$ cat config.mk
export PLATFORM = sky130hd
export DESIGN_NAME = plru_replacer
export DESIGN_NICKNAME = d
export VERILOG_FILES = /design/src/rtl/plru_pkg.sv /design/src/rtl/plru_tree_core.sv /design/src/rtl/plru_replacer.sv
export SDC_FILE = /design/constraint.sdc
export NUM_CORES = 1
export LEC_CHECK = 0
export BUFFER_PORTS_ARGS = -buffer_cell sky130_fd_sc_hd__buf_2
export CAP_MARGIN = 20
export CORE_MARGIN = 2
export CORE_UTILIZATION = 40
export DETAILED_ROUTE_END_ITERATION = 10
export HOLD_SLACK_MARGIN = 0.08
export RECOVER_POWER = 25
export SYNTH_ARGS = -nofsm -noshare
export SYNTH_HDL_FRONTEND = slang
export SYNTH_SLANG_ARGS = --single-unit
$ cat constraint.sdc
create_clock -name clk -period 2.65 [get_ports clk]
set_input_delay 0.3975 -clock clk [delete_from_list [all_inputs] [get_ports clk]]
set_output_delay 0.3975 -clock clk [all_outputs]
set_load 0.01 [all_outputs]
$ cat src/rtl/plru_pkg.sv
// Shared sizing helpers and tree-navigation functions for the PLRU replacer.
package plru_pkg;

    function automatic int set_width(input int sets);
        return (sets > 1) ? $clog2(sets) : 1;
    endfunction

    // A single-way set has no tree; keep one dummy bit so vectors stay legal.
    function automatic int node_count(input int ways);
        return (ways > 1) ? ways - 1 : 1;
    endfunction

    function automatic int child_node(input int node, input logic dir);
        return 2 * node + 1 + int'(dir);
    endfunction

endpackage

$ cat src/rtl/plru_tree_core.sv
// Combinational PLRU tree: victim selection plus one touch update.
module plru_tree_core
    import plru_pkg::*;
#(
    parameter int WAY_COUNT = 4,
    localparam int NodeW = node_count(WAY_COUNT)
) (
    input  logic [NodeW-1:0]     tree,
    input  logic [WAY_COUNT-1:0] touch,
    input  logic                 self_touch,
    input  logic [WAY_COUNT-1:0] invalid,
    input  logic [WAY_COUNT-1:0] lock,
    output logic [NodeW-1:0]     tree_next,
    output logic [WAY_COUNT-1:0] victim,
    output logic                 none
);
    localparam int Levels = $clog2(WAY_COUNT);

    logic [WAY_COUNT-1:0] free;
    logic [WAY_COUNT-1:0] sel;
    logic [NodeW-1:0]     sh;
    logic                 dir;
    logic                 l_all;
    logic                 r_all;
    logic                 tb;
    int                   base;
    int                   half;
    int                   node;
    int                   tw;
    int                   tnode;

    always_comb begin
        free   = invalid & ~lock;
        none   = &lock;
        victim = '0;
        base   = 0;
        half   = 0;
        node   = 0;
        sh     = '0;
        dir    = 1'b0;
        l_all  = 1'b1;
        r_all  = 1'b1;
        if (|free) begin
            victim = free & (~free + WAY_COUNT'(1));
        end else if (!none) begin
            // Steer away from a fully locked half; both halves cannot be locked here.
            for (int l = 0; l < Levels; l++) begin
                half  = (WAY_COUNT >> l) / 2;
                l_all = 1'b1;
                r_all = 1'b1;
                for (int i = 0; i < WAY_COUNT; i++) begin
                    if (i >= base && i < base + half && !lock[i])
                        l_all = 1'b0;
                    if (i >= base + half && i < base + 2 * half && !lock[i])
                        r_all = 1'b0;
                end
                sh  = tree >> node;
                dir = sh[0];
                if (l_all)
                    dir = 1'b1;
                else if (r_all)
                    dir = 1'b0;
                if (dir)
                    base = base + half;
                node = child_node(node, dir);
            end
            victim = WAY_COUNT'(1) << base;
        end
    end

    always_comb begin
        sel       = self_touch ? victim : touch;
        sel       = sel & (~sel + WAY_COUNT'(1));
        tree_next = tree;
        tw        = 0;
        tnode     = 0;
        tb        = 1'b0;
        for (int i = 0; i < WAY_COUNT; i++)
            if (sel[i])
                tw = i;
        if (|sel) begin
            for (int l = 0; l < Levels; l++) begin
                tb        = ((tw >> (Levels - 1 - l)) & 1) != 0;
                tree_next = (tree_next & ~(NodeW'(1) << tnode))
                          | (NodeW'(!tb) << tnode);
                tnode     = child_node(tnode, tb);
            end
        end
    end

endmodule

$ cat src/rtl/plru_replacer.sv
// Multi-set tree-PLRU victim selector with invalid-first, lock-aware picks
// and a one-deep registered response behind a valid/ready handshake.
module plru_replacer
    import plru_pkg::*;
#(
    parameter int SET_COUNT  = 4,
    parameter int WAY_COUNT  = 4,
    parameter bit AUTO_TOUCH = 1'b1,
    localparam int SetW  = set_width(SET_COUNT),
    localparam int NodeW = node_count(WAY_COUNT)
) (
    input  logic                 clk,
    input  logic                 rst,
    input  logic                 touch_valid_i,
    input  logic [SetW-1:0]      touch_set_i,
    input  logic [WAY_COUNT-1:0] touch_way_i,
    input  logic                 req_valid_i,
    output logic                 req_ready_o,
    input  logic [SetW-1:0]      req_set_i,
    input  logic [WAY_COUNT-1:0] req_invalid_i,
    input  logic [WAY_COUNT-1:0] req_lock_i,
    output logic                 resp_valid_o,
    input  logic                 resp_ready_i,
    output logic [WAY_COUNT-1:0] resp_way_o,
    output logic                 resp_none_o
);
    logic [NodeW-1:0]     tree_q [SET_COUNT];
    logic [NodeW-1:0]     touch_tree;
    logic [NodeW-1:0]     req_tree;
    logic [NodeW-1:0]     t_next;
    logic [NodeW-1:0]     a_next;
    logic [NodeW-1:0]     b_next;
    logic [WAY_COUNT-1:0] a_touch;
    logic [WAY_COUNT-1:0] t_victim;
    logic [WAY_COUNT-1:0] a_victim;
    logic [WAY_COUNT-1:0] b_victim;
    logic                 t_none;
    logic                 a_none;
    logic                 b_none;
    logic                 touch_in;
    logic                 req_in;
    logic                 accept;
    logic                 unused;

    assign touch_in    = touch_valid_i && (int'(touch_set_i) < SET_COUNT);
    assign req_in      = int'(req_set_i) < SET_COUNT;
    assign req_ready_o = !resp_valid_o || resp_ready_i;
    assign accept      = req_valid_i && req_ready_o;
    assign touch_tree  = touch_in ? tree_q[touch_set_i] : '0;
    assign req_tree    = req_in ? tree_q[req_set_i] : '0;
    assign a_touch     = (touch_in && touch_set_i == req_set_i)
                       ? touch_way_i : '0;
    assign unused      = ^{t_victim, t_none, a_victim, a_none};

    // Touch-set update, used alone when the touch hits a non-requested set.
    plru_tree_core #(.WAY_COUNT(WAY_COUNT)) u_touch (
        .tree       (touch_tree),
        .touch      (touch_way_i),
        .self_touch (1'b0),
        .invalid    ('0),
        .lock       ('0),
        .tree_next  (t_next),
        .victim     (t_victim),
        .none       (t_none)
    );

    // Request set: external touch first, then victim pick on the bypassed state.
    plru_tree_core #(.WAY_COUNT(WAY_COUNT)) u_req_touch (
        .tree       (req_tree),
        .touch      (a_touch),
        .self_touch (1'b0),
        .invalid    ('0),
        .lock       ('0),
        .tree_next  (a_next),
        .victim     (a_victim),
        .none       (a_none)
    );

    plru_tree_core #(.WAY_COUNT(WAY_COUNT)) u_req_pick (
        .tree       (a_next),
        .touch      ('0),
        .self_touch (AUTO_TOUCH),
        .invalid    (req_invalid_i),
        .lock       (req_lock_i),
        .tree_next  (b_next),
        .victim     (b_victim),
        .none       (b_none)
    );

    always_ff @(posedge clk) begin
        if (rst) begin
            for (int s = 0; s < SET_COUNT; s++)
                tree_q[s] <= '0;
            resp_valid_o <= 1'b0;
            resp_way_o   <= '0;
            resp_none_o  <= 1'b0;
        end else begin
            for (int s = 0; s < SET_COUNT; s++) begin
                if (touch_in && int'(touch_set_i) == s)
                    tree_q[s] <= t_next;
                if (accept && req_in && int'(req_set_i) == s)
                    tree_q[s] <= b_next;
            end
            if (accept) begin
                resp_valid_o <= 1'b1;
                resp_way_o   <= req_in ? b_victim : '0;
                resp_none_o  <= req_in ? b_none : 1'b1;
            end else if (resp_ready_i) begin
                resp_valid_o <= 1'b0;
            end
        end
    end

endmodule

==> results.py <==
metrics = {
    "outcome": {
        "outcome": "finished clean",
    },
    "global_routing": {
        "track_usage_pct": 19.74,
        "grt_antenna_before_repair": 0,
        "grt_max_degree": 12,
        "grt_pass1_wl_um": 6492,
        "grt.overflow.total": 0,
        "grt_pass1_vias": 1320,
    },
    "timing": {
        "skew_ns": 0.006165,
        "tightest_slew_ns": 0.5984,
        "fin_crit_sh_pct": 83.43,
        "rsz0062_at_grt": "no",
        "setup_violations": 0,
        "post-route-min-period_ns": 2.211,
        "maxSlewHeadroom_pct": 59.74,
        "hold_viol": 0,
        "slew_violations": 0,
        "max_freq_ghz": 0.4523,
        "fin_tns_setup_ns": 0,
    },
    "logic_synthesis": {
        "synth.area.mux_share_pct": 10.49,
        "syn_inst": 165,
        "netlist_area_um2": 1479,
        "synth_top_area_cell": "edfxtp_1",
        "synth.top_cells.by_area": "edfxtp_1, mux4_2, dfxtp_1",
        "synthAdderAreaFrac_pct": 0,
        "syn_nets": 186,
        "synthFlopType": "edfxtp_1",
        "synth_xor_area_share_pct": 2.200,
        "seq_area_frac_synth_pct": 32.49,
        "synth-simple-area-share_pct": 25.72,
        "avgSynthCellArea_um2": 8.963,
        "synth_compound_area_share_pct": 23.52,
        "async_flop_share_pct": 0,
        "ys_seq_elements": 18,
        "synth_top_area_share_pct": 24.37,
        "yosysWarnings": 0,
        "synth_edf_count": 12,
        "synth_top_family_by_area": "simple AND/OR/NAND/NOR gates",
        "synth.distinct_cells": 48,
    },
    "clock_network": {
        "clockBufferDepth": 2,
        "post_cts_resized": 0,
        "htreeDepth": 1,
        "clock_sinks": 18,
        "cts_made_buffers": 3,
        "clk_pin_slew_ns": 0.07,
        "postCtsSetupBuffers": 0,
        "insertion_delay_ns": 0.26,
        "cts_hold_buffers": 0,
        "cts_root_buf": "clkbuf_8",
        "cts_tree": "yes",
    },
    "drt": {
        "drt-initial-drc-count": 89,
        "vias_per_cell": 5.925,
        "drt_wl_total_um": 3820,
        "dr_total_vias": 1422,
        "post_drt_wl_per_cell_um": 15.92,
        "route.detailed.drc": 0,
        "firstDrtPassIters": 4,
        "ant_nets": 0,
    },
    "layout": {
        "area_growth_pct": 14.21,
        "diodes": 0,
        "drive_gt1_share_pct": 22.40,
        "finish.utilization_pct": 46.84,
        "final_cell_mix": "buf_2, nand2_1, nand3_1, edfxtp_1, a21oi_1",
        "fin_nets": 214,
        "final_common_cell": "buf_2",
    },
    "power_and_ir_drop": {
        "power_density_nw_per_um2": 436.8,
        "ir_drop_mv": 0.3124,
        "leakage_nw": 0.6184,
    },
    "setup_path": {
        "crit_path_cell_trace": "buf_2 > xor2_2 > o31ai_1 > nand4_1 > and3b_1 > a211oi_2 > o22ai_1",
        "cp_max_fo": 7,
        "slowest_delay_ns": 0.54,
        "cp_top_family": "compound AO/OA/AOI/OAI gates",
        "endpoint_kind": "flop",
        "slowest_stage": "o31ai_1",
        "arrival_ns": 2.20,
        "crit_type": "in -> reg",
        "cp.required_ns": 2.64,
        "critPathBufInv": 1,
        "crit_path_start_kind": "input pin",
    },
    "die": {
        "die_area_um2": 4200,
        "die_height_um": 64.81,
        "die_x_um": 64.81,
        "initial_core_util_pct": 41.01,
        "placeableCoreArea_um2": 3606,
        "rows": 22,
        "ios": 28,
    },
    "placement": {
        "hpwl_um": 3102,
        "place_congestion": 0.9116,
        "numPortBuffers": 27,
    },
    "hold_path": {
        "hold_class": "in -> reg",
    },
    "flow_run": {
        "max_cap_viol_count": 0,
    },
}
## registers in the layout (all words and copies together), names as in the netlist
| signal | cells |
|---|---|
| tree_q | 12 |
| resp_way_o | 4 |
| resp_none_o | 1 |
| resp_valid_o | 1 |
## final timing paths
check                          endpoint  slack [ns]  cells past startpoint                        from
max reg2reg  tree_q[1][1]$_SDFFCE_PN0P_        0.46                      6  tree_q[2][0]$_SDFFCE_PN0P_
max          tree_q[1][1]$_SDFFCE_PN0P_        0.44                      7                req_set_i[1]
min           resp_valid_o$_SDFFE_PP0P_        0.40                      3                 req_valid_i
min reg2reg    resp_none_o$_SDFFE_PP0P_        0.49                      2    resp_none_o$_SDFFE_PP0P_
## tightest hold or removal path: cells and delay by family
kind                   cells  cell delay (ns)
buffers and inverters      2             0.17
AOI/OAI and AO/OA          1             0.05
## layout make-up
cell class | instances | area (µm²)
fill | 368 | 1917
inverter | 8 | 30.03
multi-input combinational | 131 | 915.9
sequential | 18 | 480.5
clock buffer | 3 | 41.29
clock inverter | 1 | 3.754
tap | 48 | 60.06
timing repair buffer | 31 | 157.7
## cell families (layout without fill, tap and decap cells)
group,after synthesis,after routing
buffers and inverters,16,43
muxes,8,8
xor gates and xnor gates,2,2
and+or+nand+nor,71,71
AOI/OAI and AO/OA,50,50
DFF,18,18
## Yosys cell counts, types with 5 or more instances
cell / number
edfxtp_1: 12
a21oi_1: 10
nor3_1: 5
nor2b_1: 5
mux4_2: 6
inv_1: 8
nand3_1: 12
dfxtp_1: 6
o22ai_1: 5
nand2_1: 20
o21ai_1: 9
nor2_1: 9
## routing by layer
layer	up-vias	global-route usage (%)	routed length [µm]
li1	691	-	-
met3	4	2.778	251
met4	0	3.989	38
met2	56	28.87	1688
met5	-	0	0
met1	671	30.83	1840
## metrics by stage
step,instance area [µm²],total power [mW],hold slack (ns),std cells,setup WS (ns)
after floorplan,1479,0.4814,0.5114,165,0.4537
after global placement,1652,0.5425,0.4774,236,0.1716
after detailed placement,1652,0.5450,0.4828,236,0.1593
after CTS,1697,0.7398,0.4000,240,0.4229
after global routing,1689,0.7785,0.4249,240,0.1465
final,1689,0.7378,0.3989,240,0.4391
## power breakdown
| group | internal (mW) | switching [mW] | total [mW] |
|---|---|---|---|
| Combinational | 0.0836 | 0.126 | 0.210 |
| Sequential | 0.320 | 0.00987 | 0.330 |
| Clock | 0.103 | 0.0951 | 0.198 |
| Total | 0.507 | 0.231 | 0.738 |
Power figures use the tool's default switching activity.
